==> src/rtl/uart_cmd_pkg.sv <==
// uart_cmd_pkg: shared error codes and FSM state types for the UART command framer
package uart_cmd_pkg;
  typedef enum logic [1:0] {ERR_NONE, ERR_TIMEOUT, ERR_CHKSUM, ERR_OVERRUN} err_t;
  typedef enum logic {RX_IDLE, RX_COLLECT} rx_state_t;
  typedef enum logic [1:0] {TX_IDLE, TX_LOAD, TX_WAIT} tx_state_t;
endpackage

==> src/rtl/UART.sv <==
// UART: byte-level 8N1 receiver/transmitter, BAUD_DIV clocks per bit
module UART #(
  parameter int BAUD_DIV = 434
) (
  input  logic       clk,
  input  logic       rst_n,
  input  logic       RX,
  output logic       TX,
  output logic [7:0] rx_data,
  output logic       rdy,
  input  logic       clr_rdy,
  input  logic [7:0] tx_data,
  input  logic       trmt,
  output logic       tx_done
);
  localparam int CW = $clog2(BAUD_DIV);
  logic          rx_s1_q, rx_s2_q, rx_busy_q, rx_busy_d, rdy_q, rdy_d;
  logic          tx_busy_q, tx_busy_d, tx_done_q, tx_done_d;
  logic [CW-1:0] rx_cnt_q, rx_cnt_d, tx_cnt_q, tx_cnt_d;
  logic [3:0]    rx_bits_q, rx_bits_d, tx_bits_q, tx_bits_d;
  logic [8:0]    rx_sh_q, rx_sh_d;
  logic [9:0]    tx_sh_q, tx_sh_d;
  // Receiver samples mid-bit: half a period after the start edge, then every period
  always_comb begin
    rx_busy_d = rx_busy_q;
    rx_cnt_d  = rx_cnt_q;
    rx_bits_d = rx_bits_q;
    rx_sh_d   = rx_sh_q;
    rdy_d     = clr_rdy ? 1'b0 : rdy_q;
    if (!rx_busy_q) begin
      if (!rx_s2_q) begin
        rx_busy_d = 1'b1;
        rx_cnt_d  = CW'(BAUD_DIV / 2);
        rx_bits_d = '0;
      end
    end else if (rx_cnt_q == '0) begin
      rx_sh_d   = {rx_s2_q, rx_sh_q[8:1]};
      rx_bits_d = rx_bits_q + 4'd1;
      rx_cnt_d  = CW'(BAUD_DIV - 1);
      if (rx_bits_q == 4'd9) begin
        rx_busy_d = 1'b0;
        rdy_d     = 1'b1;
      end
    end else begin
      rx_cnt_d = rx_cnt_q - CW'(1);
    end
  end
  always_comb begin
    tx_busy_d = tx_busy_q;
    tx_cnt_d  = tx_cnt_q;
    tx_bits_d = tx_bits_q;
    tx_sh_d   = tx_sh_q;
    tx_done_d = 1'b0;
    if (trmt) begin
      tx_sh_d   = {1'b1, tx_data, 1'b0};
      tx_busy_d = 1'b1;
      tx_cnt_d  = CW'(BAUD_DIV - 1);
      tx_bits_d = '0;
    end else if (tx_busy_q) begin
      if (tx_cnt_q == '0) begin
        tx_sh_d   = {1'b1, tx_sh_q[9:1]};
        tx_cnt_d  = CW'(BAUD_DIV - 1);
        tx_bits_d = tx_bits_q + 4'd1;
        if (tx_bits_q == 4'd9) begin
          tx_busy_d = 1'b0;
          tx_done_d = 1'b1;
        end
      end else begin
        tx_cnt_d = tx_cnt_q - CW'(1);
      end
    end
  end
  always_ff @(posedge clk or negedge rst_n) begin
    if (!rst_n) begin
      rx_s1_q   <= 1'b1;
      rx_s2_q   <= 1'b1;
      rx_busy_q <= 1'b0;
      rx_cnt_q  <= '0;
      rx_bits_q <= '0;
      rx_sh_q   <= '0;
      rdy_q     <= 1'b0;
      tx_busy_q <= 1'b0;
      tx_cnt_q  <= '0;
      tx_bits_q <= '0;
      tx_sh_q   <= '1;
      tx_done_q <= 1'b0;
    end else begin
      rx_s1_q   <= RX;
      rx_s2_q   <= rx_s1_q;
      rx_busy_q <= rx_busy_d;
      rx_cnt_q  <= rx_cnt_d;
      rx_bits_q <= rx_bits_d;
      rx_sh_q   <= rx_sh_d;
      rdy_q     <= rdy_d;
      tx_busy_q <= tx_busy_d;
      tx_cnt_q  <= tx_cnt_d;
      tx_bits_q <= tx_bits_d;
      tx_sh_q   <= tx_sh_d;
      tx_done_q <= tx_done_d;
    end
  end
  assign TX      = tx_sh_q[0];
  assign rx_data = rx_sh_q[7:0];
  assign rdy     = rdy_q;
  assign tx_done = tx_done_q;
endmodule

==> src/rtl/uart_cmd_frm.sv <==
// uart_cmd_frm: frames multi-byte commands from the UART (timeout, checksum,
// overrun detection) and serialises multi-byte responses back out.
module uart_cmd_frm
  import uart_cmd_pkg::*;
#(
  parameter int CMD_BYTES = 3,
  parameter int RSP_BYTES = 1,
  parameter int CHKSUM_EN = 0,
  parameter int TO_CYCLES = 50000,
  parameter int BAUD_DIV  = 434
) (
  input  logic                   clk,
  input  logic                   rst_n,
  input  logic                   RX,
  output logic                   TX,
  input  logic                   clr_cmd_rdy,
  output logic [8*CMD_BYTES-1:0] cmd,
  output logic                   cmd_rdy,
  output logic                   frm_err,
  output logic [1:0]             err_code,
  input  logic [8*RSP_BYTES-1:0] rsp_data,
  input  logic                   send_rsp,
  output logic                   rsp_busy,
  output logic                   rsp_done
);
  localparam int FRM = CMD_BYTES + CHKSUM_EN;
  localparam int IW  = $clog2(CMD_BYTES + 2);
  localparam int GW  = $clog2(TO_CYCLES + 1);
  localparam int CW  = $clog2(RSP_BYTES + 1);
  localparam int CB  = 8 * CMD_BYTES;
  localparam int RB  = 8 * RSP_BYTES;
  rx_state_t rx_state_q, rx_state_d;
  tx_state_t tx_state_q, tx_state_d;
  err_t      err_q, err_d;
  logic [IW-1:0] idx_q, idx_d;
  logic [7:0]    sum_q, sum_d, sum_nx, rx_data, tx_data;
  logic [CB-1:0] shadow_q, shadow_d, shadow_w, cmd_q, cmd_d;
  logic [GW-1:0] gap_q, gap_d;
  logic [RB-1:0] tx_sh_q, tx_sh_d;
  logic [CW-1:0] tx_cnt_q, tx_cnt_d;
  logic cmd_rdy_q, cmd_rdy_d, frm_err_q, frm_err_d, rsp_done_q, rsp_done_d;
  logic rdy, clr_rdy, trmt, tx_done;
  UART #(.BAUD_DIV(BAUD_DIV)) u_uart (
    .clk(clk), .rst_n(rst_n), .RX(RX), .TX(TX),
    .rx_data(rx_data), .rdy(rdy), .clr_rdy(clr_rdy),
    .tx_data(tx_data), .trmt(trmt), .tx_done(tx_done)
  );
  assign clr_rdy = rdy;
  assign sum_nx  = sum_q + rx_data;
  // The timeout compare sits two below TO_CYCLES so frm_err lands TO_CYCLES after rdy
  always_comb begin
    rx_state_d = rx_state_q;
    idx_d      = idx_q;
    sum_d      = sum_q;
    shadow_d   = shadow_q;
    gap_d      = gap_q;
    cmd_d      = cmd_q;
    cmd_rdy_d  = clr_cmd_rdy ? 1'b0 : cmd_rdy_q;
    err_d      = clr_cmd_rdy ? ERR_NONE : err_q;
    frm_err_d  = 1'b0;
    shadow_w   = shadow_q;
    for (int k = 0; k < CMD_BYTES; k++)
      if (idx_q == IW'(k)) shadow_w[8*(CMD_BYTES-k)-1 -: 8] = rx_data;
    if (rdy) begin
      gap_d = '0;
      if (idx_q == IW'(FRM - 1)) begin
        rx_state_d = RX_IDLE;
        idx_d      = '0;
        sum_d      = '0;
        shadow_d   = '0;
        if (CHKSUM_EN != 0 && sum_nx != 8'h00) begin
          frm_err_d = 1'b1;
          err_d     = ERR_CHKSUM;
        end else if (cmd_rdy_q && !clr_cmd_rdy) begin
          frm_err_d = 1'b1;
          err_d     = ERR_OVERRUN;
        end else begin
          cmd_d     = shadow_w;
          cmd_rdy_d = 1'b1;
        end
      end else begin
        rx_state_d = RX_COLLECT;
        idx_d      = idx_q + IW'(1);
        sum_d      = sum_nx;
        shadow_d   = shadow_w;
      end
    end else if (rx_state_q == RX_COLLECT) begin
      if (gap_q == GW'(TO_CYCLES - 2)) begin
        rx_state_d = RX_IDLE;
        idx_d      = '0;
        sum_d      = '0;
        shadow_d   = '0;
        gap_d      = '0;
        frm_err_d  = 1'b1;
        err_d      = ERR_TIMEOUT;
      end else begin
        gap_d = gap_q + GW'(1);
      end
    end
  end
  always_comb begin
    tx_state_d = tx_state_q;
    tx_sh_d    = tx_sh_q;
    tx_cnt_d   = tx_cnt_q;
    rsp_done_d = 1'b0;
    trmt       = 1'b0;
    if (tx_state_q == TX_IDLE) begin
      if (send_rsp) begin
        tx_sh_d    = rsp_data;
        tx_cnt_d   = CW'(RSP_BYTES);
        tx_state_d = TX_LOAD;
      end
    end else if (tx_state_q == TX_LOAD) begin
      trmt       = 1'b1;
      tx_state_d = TX_WAIT;
    end else if (tx_done) begin
      tx_sh_d    = tx_sh_q << 8;
      tx_cnt_d   = tx_cnt_q - CW'(1);
      rsp_done_d = tx_cnt_q == CW'(1);
      tx_state_d = tx_cnt_q == CW'(1) ? TX_IDLE : TX_LOAD;
    end
  end
  always_ff @(posedge clk or negedge rst_n) begin
    if (!rst_n) begin
      rx_state_q <= RX_IDLE;
      idx_q      <= '0;
      sum_q      <= '0;
      shadow_q   <= '0;
      gap_q      <= '0;
      cmd_q      <= '0;
      cmd_rdy_q  <= 1'b0;
      frm_err_q  <= 1'b0;
      err_q      <= ERR_NONE;
      tx_state_q <= TX_IDLE;
      tx_sh_q    <= '0;
      tx_cnt_q   <= '0;
      rsp_done_q <= 1'b0;
    end else begin
      rx_state_q <= rx_state_d;
      idx_q      <= idx_d;
      sum_q      <= sum_d;
      shadow_q   <= shadow_d;
      gap_q      <= gap_d;
      cmd_q      <= cmd_d;
      cmd_rdy_q  <= cmd_rdy_d;
      frm_err_q  <= frm_err_d;
      err_q      <= err_d;
      tx_state_q <= tx_state_d;
      tx_sh_q    <= tx_sh_d;
      tx_cnt_q   <= tx_cnt_d;
      rsp_done_q <= rsp_done_d;
    end
  end
  assign tx_data  = tx_sh_q[RB-1 -: 8];
  assign cmd      = cmd_q;
  assign cmd_rdy  = cmd_rdy_q;
  assign frm_err  = frm_err_q;
  assign err_code = err_q;
  assign rsp_busy = tx_state_q != TX_IDLE;
  assign rsp_done = rsp_done_q;
endmodule

==> config.mk <==
export PLATFORM = sky130hd
export DESIGN_NAME = uart_cmd_frm
export DESIGN_NICKNAME = d
export VERILOG_FILES = /design/src/rtl/uart_cmd_pkg.sv /design/src/rtl/UART.sv /design/src/rtl/uart_cmd_frm.sv
export SDC_FILE = /design/constraint.sdc
export NUM_CORES = 1
export LEC_CHECK = 0
export CORE_UTILIZATION = 56
export CTS_CLUSTER_SIZE = 8
export DETAILED_ROUTE_END_ITERATION = 16
export GPL_ROUTABILITY_DRIVEN = 0
export PLACE_DENSITY = 0.77
export SLEW_MARGIN = 20
export SYNTH_ARGS = -nofsm -noshare
export SYNTH_HDL_FRONTEND = slang
export SYNTH_SLANG_ARGS = --single-unit
==> constraint.sdc <==
create_clock -name clk -period 2.6 [get_ports clk]
set_clock_uncertainty 0.15 [all_clocks]
set_input_delay 0.65 -clock clk [delete_from_list [all_inputs] [get_ports clk]]
set_output_delay 0.65 -clock clk [all_outputs]
set_load 0.005 [all_outputs]
# Word level (Yosys, flattened, before mapping)
# Index checks and enable logic that the tools add are counted.
dict set report word_totals {
  ff_bits 135
  latch_bits 0
  ram_bits 0
  romBits 0
  input_bits 13
  output_inout_bits 31
  mem_count 0
}
dict set report classes {
  addsub 7
  n_mul 0
  n_div 0
  magnitude_cmp 0
  n_eq_ne 10
  shift 0
  mux 81
  n_bitwise 1
  reduce_logical 20
}
# operator count
set ops {}
lappend ops {{$mux 24} 4}
lappend ops {{$mux 8} 7}
lappend ops {{$mux 9} 6}
lappend ops {{$mux 16} 3}
lappend ops {{$mux 1} 38}
lappend ops {{$mux 10} 3}
lappend ops {{$mux 4} 6}
lappend ops {{$mux 2} 10}
lappend ops {{$logic_not 9->1} 2}
lappend ops {{$sub 9x1->9 const B} 2}
lappend ops {{$add 16x1->16 const B} 1}
lappend ops {{$eq 16x16->1 const B} 1}
lappend ops {{$mux 3} 4}
lappend ops {{$reduce_bool 2->1} 6}
lappend ops {{$reduce_and 2->1} 5}
lappend ops {{$add 4x1->4 const B} 2}
lappend ops {{$eq 4x4->1 const B} 2}
lappend ops {{$ne 2x2->1 const B} 4}
lappend ops {{$reduce_and 3->1} 2}
lappend ops {{$add 3x1->3 const B} 1}
lappend ops {{$eq 3x1->1 const B} 1}
lappend ops {{$eq 3x2->1 const B} 1}
lappend ops {{$logic_not 3->1} 1}
lappend ops {{$reduce_bool 3->1} 1}
lappend ops {{6 further kinds} 6}

# Longest topological paths before layout
dict set report logic_depth {
  depth_word 5
  mapped_depth 8
}

# By module
# From an unflattened synthesis, not the netlist that was laid out.
dict set report unflattened {
  hier_cells 566
  area_unflattened_um2 5988.2
}
# module instances cells_each area_each_um2 seq_area_each_um2
set modules_own_cells {}
lappend modules_own_cells {uart_cmd_frm 1 344 3517.1 1901.8}
lappend modules_own_cells {UART 1 222 2471.1 1265.0}

# Worst setup path after synthesis
# No wires, ideal clock.
dict set report synth_timing {
  path_type {register -> register}
  startpoint {reg gap_q[4]}
  endpoint {reg gap_q[9]}
  setup_time_ps 118
  t_arrival_ps 2012
  required_time_ps 2332
  setup_slack_ps 320
  stages_incl_launch_ff 7
  period_less_slack_ps 2280
  cell_sequence {dfrtp_1 > buf_6 > or4_4 > or4_4 > buf_6 > a31o_1 > a21o_1}
}
dict set report synth_via {
  elab_chain_cells 4
}
# element line
set synth_lines {}
lappend synth_lines {{start, declared} uart_cmd_frm.sv:38} ;# logic [GW-1:0] gap_q, gap_d;
lappend synth_lines {{start signal, assigned} uart_cmd_frm.sv:143} ;# gap_q <= gap_d;
lappend synth_lines {{$add 16x1->16 or $eq 16x16->1 (tied branches)} {uart_cmd_frm.sv:97, uart_cmd_frm.sv:88}}
lappend synth_lines {{$mux 16 (*)} uart_cmd_frm.sv:88} ;# if (gap_q == GW'(TO_CYCLES - 2)) begin
lappend synth_lines {{$mux 16 (*)} uart_cmd_frm.sv:87} ;# end else if (rx_state_q == RX_COLLECT) begin
lappend synth_lines {{$mux 16 (*)} uart_cmd_frm.sv:64} ;# if (rdy) begin
# Mark *: on every way between the ends. The rest lies on a longest branch, timed or not. The select of a mux whose other input is x is not followed.
# A chain may end at the register's enable or synchronous reset.

# Final worst setup path
dict set report layout_timing {
  startpoint {reg u_uart.rx_cnt_q[0]}
  endpoint {reg u_uart.rx_sh_q[7]}
}
dict set report layout_via {
  elab_chain_cells 2
}
# element line
set layout_lines {}
lappend layout_lines {{start, declared} UART.sv:19} ;# logic [CW-1:0] rx_cnt_q, rx_cnt_d, tx_cnt_q, tx_cnt_d;
lappend layout_lines {{start signal, assigned} UART.sv:91} ;# rx_cnt_q <= rx_cnt_d;
lappend layout_lines {{$logic_not 9->1} UART.sv:36} ;# end else if (rx_cnt_q == '0) begin
lappend layout_lines {{$reduce_and 2->1 (no line)} --}
lappend layout_lines {{end signal, assigned} UART.sv:93} ;# rx_sh_q <= rx_sh_d;
lappend layout_lines {{end, declared} UART.sv:21} ;# logic [8:0] rx_sh_q, rx_sh_d;
# Every way passes these cells.

==> qor.txt <==
status = finished, final reports clean
syn_area_per_cell = 10.5 um2
post-CTS sizing = 0
Synth async-reset ratio = 100%
crit-path cells = inv_1 > ha_1 > nor4b_1 > nand2_1 > nor2_1 > mux2_2
share of the synthesized area in the top cell type = 49.0%
HPWL after DPL = 8320 um
RSZ-0062 raised after global routing = no
first-pass GRT wire length = 21800 um
Crit Path Category = reg2reg
CP Capture Type = register
die area = 0.0109 mm2
Critical Path RT = 2.85 ns
Max VDD drop = 0.000580 V
CTS sink count = 126
share of layout cells above drive strength 1 = 13.8%
post-synthesis cell area = 0.00587 mm2
Reg power frac = 45.6%
Post CTS Setup Buffer Count = 0
Int Pwr = 3.80 mW
cell count along the critical path = 6
EDFF count, synth = 0
final wirelength = 12600 um
FF+latch count, synth = 126
via count = 4507
DRT antenna net count = 0
Top Family by Delay on Critical Path = simple AND/OR/NAND/NOR gates
GR Overflow Total = 0
Hold-fix buffers, CTS = 1
Worst Hold Class = reg2reg
Mapped Nets = 579
final total power = 4.96 mW
area of all placed cells without fillers = 0.00710 mm2
most numerous cell in the Yosys netlist = dfrtp_1
clk root buf = clkbuf_8
Top Ports = 44
Period minus WS final = 2.44 ns
area leader, netlist = dfrtp_1
slowest CP cell = nor4b_1
chip width = 104 um
Final TNS setup = 0 ns
CTS tree = done
Syn-to-layout area delta = 21.0%
Mapped Cells = 558
library cells used by synthesis = 64
placed inst area = 0.00651 mm2
row count = 37
hold path cells = 0
Yosys warning count = 0
core area = 0.0102 mm2
H-Tree Depth = 4
Final Cycle Share = 94.0%
vias in the first global route = 4542
maxcap violations = 0
largest net degree at the start of global routing = 41
CTS Buf Count = 17
Fin. Hold Viols = 0
Commonest cells post-synth = dfrtp_1 (115), nand2_1 (78), o21ai_0 (45)
pwr dens = 698 mW/mm2
Slew headroom = 38.1%
Die Span Y = 104 um
Finish-stage setup viols = 0
crit path DAT = 2.70 ns
# nets final = 629
crit path launch type = register
initial core utilization = 57.4%
dominant synthesized flop cell = dfrtp_1
clock network power share = 46.9%
Pre-antenna DRT Iters = 5
CTS max path bufs = 2
Leak = 3.23 nW
Seq/Total Area, Yosys = 53.9%
CP peak stage delay = 0.58 ns
Antenna diodes = 0
# DRC = 0
Critical Path Fanout Max = 4
drt wl/cell = 16.7 um
Buffers & Inverters on Critical Path = 1
vias per cell = 5.95
Initial DRC Count = 228
main area contributors after synthesis = dfrtp_1 (49%), nand2_1 (5.0%), dfstp_2 (4.9%), mux2i_1 (4.3%), o21ai_0 (3.8%)
Buffers on Ports = 43
achievable frequency = 409 MHz
Slew @ Worst Pin = 0.921 ns
clk slew on worst S/H paths = 0.06 ns
Gate power share = 7.5%
initial antenna violation count = 0
Final Slew Violations = 0
Net Sw Frac = 23.4%
Tot GR Track Use = 25.5%
worst-skew pair later-pin latency = 0.52 ns
worst reg-to-reg path cell count = 6
P_sw = 1.16 mW
==> metrics by stage <==
step,worst slack (ns),utilization [%],hold slack [ns],cells
after floorplan,0.320,-,0.195,558
after global placement,0.253,63.6,0.197,724
after detailed placement,0.212,63.6,0.201,724
after CTS,0.167,69.4,0.210,757
after global routing,0.00332,69.4,0.211,757
final,0.157,69.4,0.208,757
==> power groups by stage <==
| stage | Combinational, mW | Sequential, mW | Clock, mW |
|---|---|---|---|
| floorplan | 0.259 | 2.26 | 0 |
| global placement | 0.354 | 2.28 | 0 |
| detailed placement | 0.370 | 2.29 | 0 |
| CTS | 0.378 | 2.26 | 2.37 |
| global route | 0.432 | 2.28 | 2.45 |
| finish | 0.372 | 2.26 | 2.33 |
==> routing by layer <==
| metal | wire (um) | share of wire, % | track usage [%] | vias up |
|---|---|---|---|---|
| met5 | 0 | 0 | 0 | - |
| met4 | 164 | 1.3 | 9.69 | 0 |
| met3 | 579 | 4.6 | 6.39 | 13 |
| met2 | 6210 | 49 | 40.7 | 130 |
| met1 | 5670 | 45 | 33.5 | 2254 |
| li1 | - | - | - | 2110 |
==> layout make-up <==
type,count,area (um2)
sequential,126,3170
clock inverter,11,141
multi-input combinational,384,2510
timing repair buffer,63,618
inverter,16,60.1
tap,136,170
clock buffer,21,439
fill,765,3130
==> cells in the final DEF (no fill, tap or decap), types with 5 or more instances in the layout <==
master,synthesis,routed
dfrtp_1,115,115
nand2_1,78,78
o21ai_0,45,45
clkdlybuf4s50_1,0,42
mux2i_1,25,25
nor2_1,21,21
nand3_1,18,18
mux2_2,17,17
buf_4,0,17
inv_1,16,16
clkbuf_16,0,16
a21oi_1,13,12
nor3_1,11,11
a22o_1,11,11
a21o_1,11,11
dfstp_2,11,11
a32o_1,9,9
nand4_1,8,8
xor2_1,8,8
xnor2_1,8,8
ha_1,8,8
nor4_1,7,7
o31ai_1,7,7
or4_1,6,6
nand2b_1,5,5
nor2b_1,5,5
or3_1,5,5
==> worst reg2reg max path: stages, from the launching register on <==
cell and delay [ns]:
dfrtp_1 0.40, inv_1 0.09, ha_1 0.21, nor4b_1 0.58
nand2_1 0.15, nor2_1 0.36, mux2_2 0.39
==> kinds of logic after synthesis <==
logic type,synth area share [%]
xor+xnor,2.39
mux,7.52
buf+inv,3.41
compound gates,14.7
simple gates,16.4
flops,53.9
fa+ha+maj,1.71
==> registers in the layout (all words and copies together), names as in the netlist, 8 cells and up <==
register	flops
u_uart.tx_sh_q	9
tx_data	8
gap_q	16
u_uart.rx_sh_q	9
u_uart.rx_cnt_q	9
shadow_q	16
cmd	24
u_uart.tx_cnt_q	9
==> final timing paths <==
| kind | start | to | slack, ns |
|---|---|---|---|
| setup reg to reg | u_uart.rx_cnt_q[0] | u_uart.rx_sh_q[7] | 0.16 |
| hold reg to reg | u_uart.rx_s1_q | u_uart.rx_s2_q | 0.21 |
| max in group asynchronous | rst_n | shadow_q[21] | 1.17 |
| setup / recovery | u_uart.rx_cnt_q[0] | u_uart.rx_sh_q[7] | 0.16 |
| hold / removal | u_uart.rx_s1_q | u_uart.rx_s2_q | 0.21 |
| min in group asynchronous | rst_n | gap_q[15] | 0.47 |
Power figures use the tool's default switching activity.
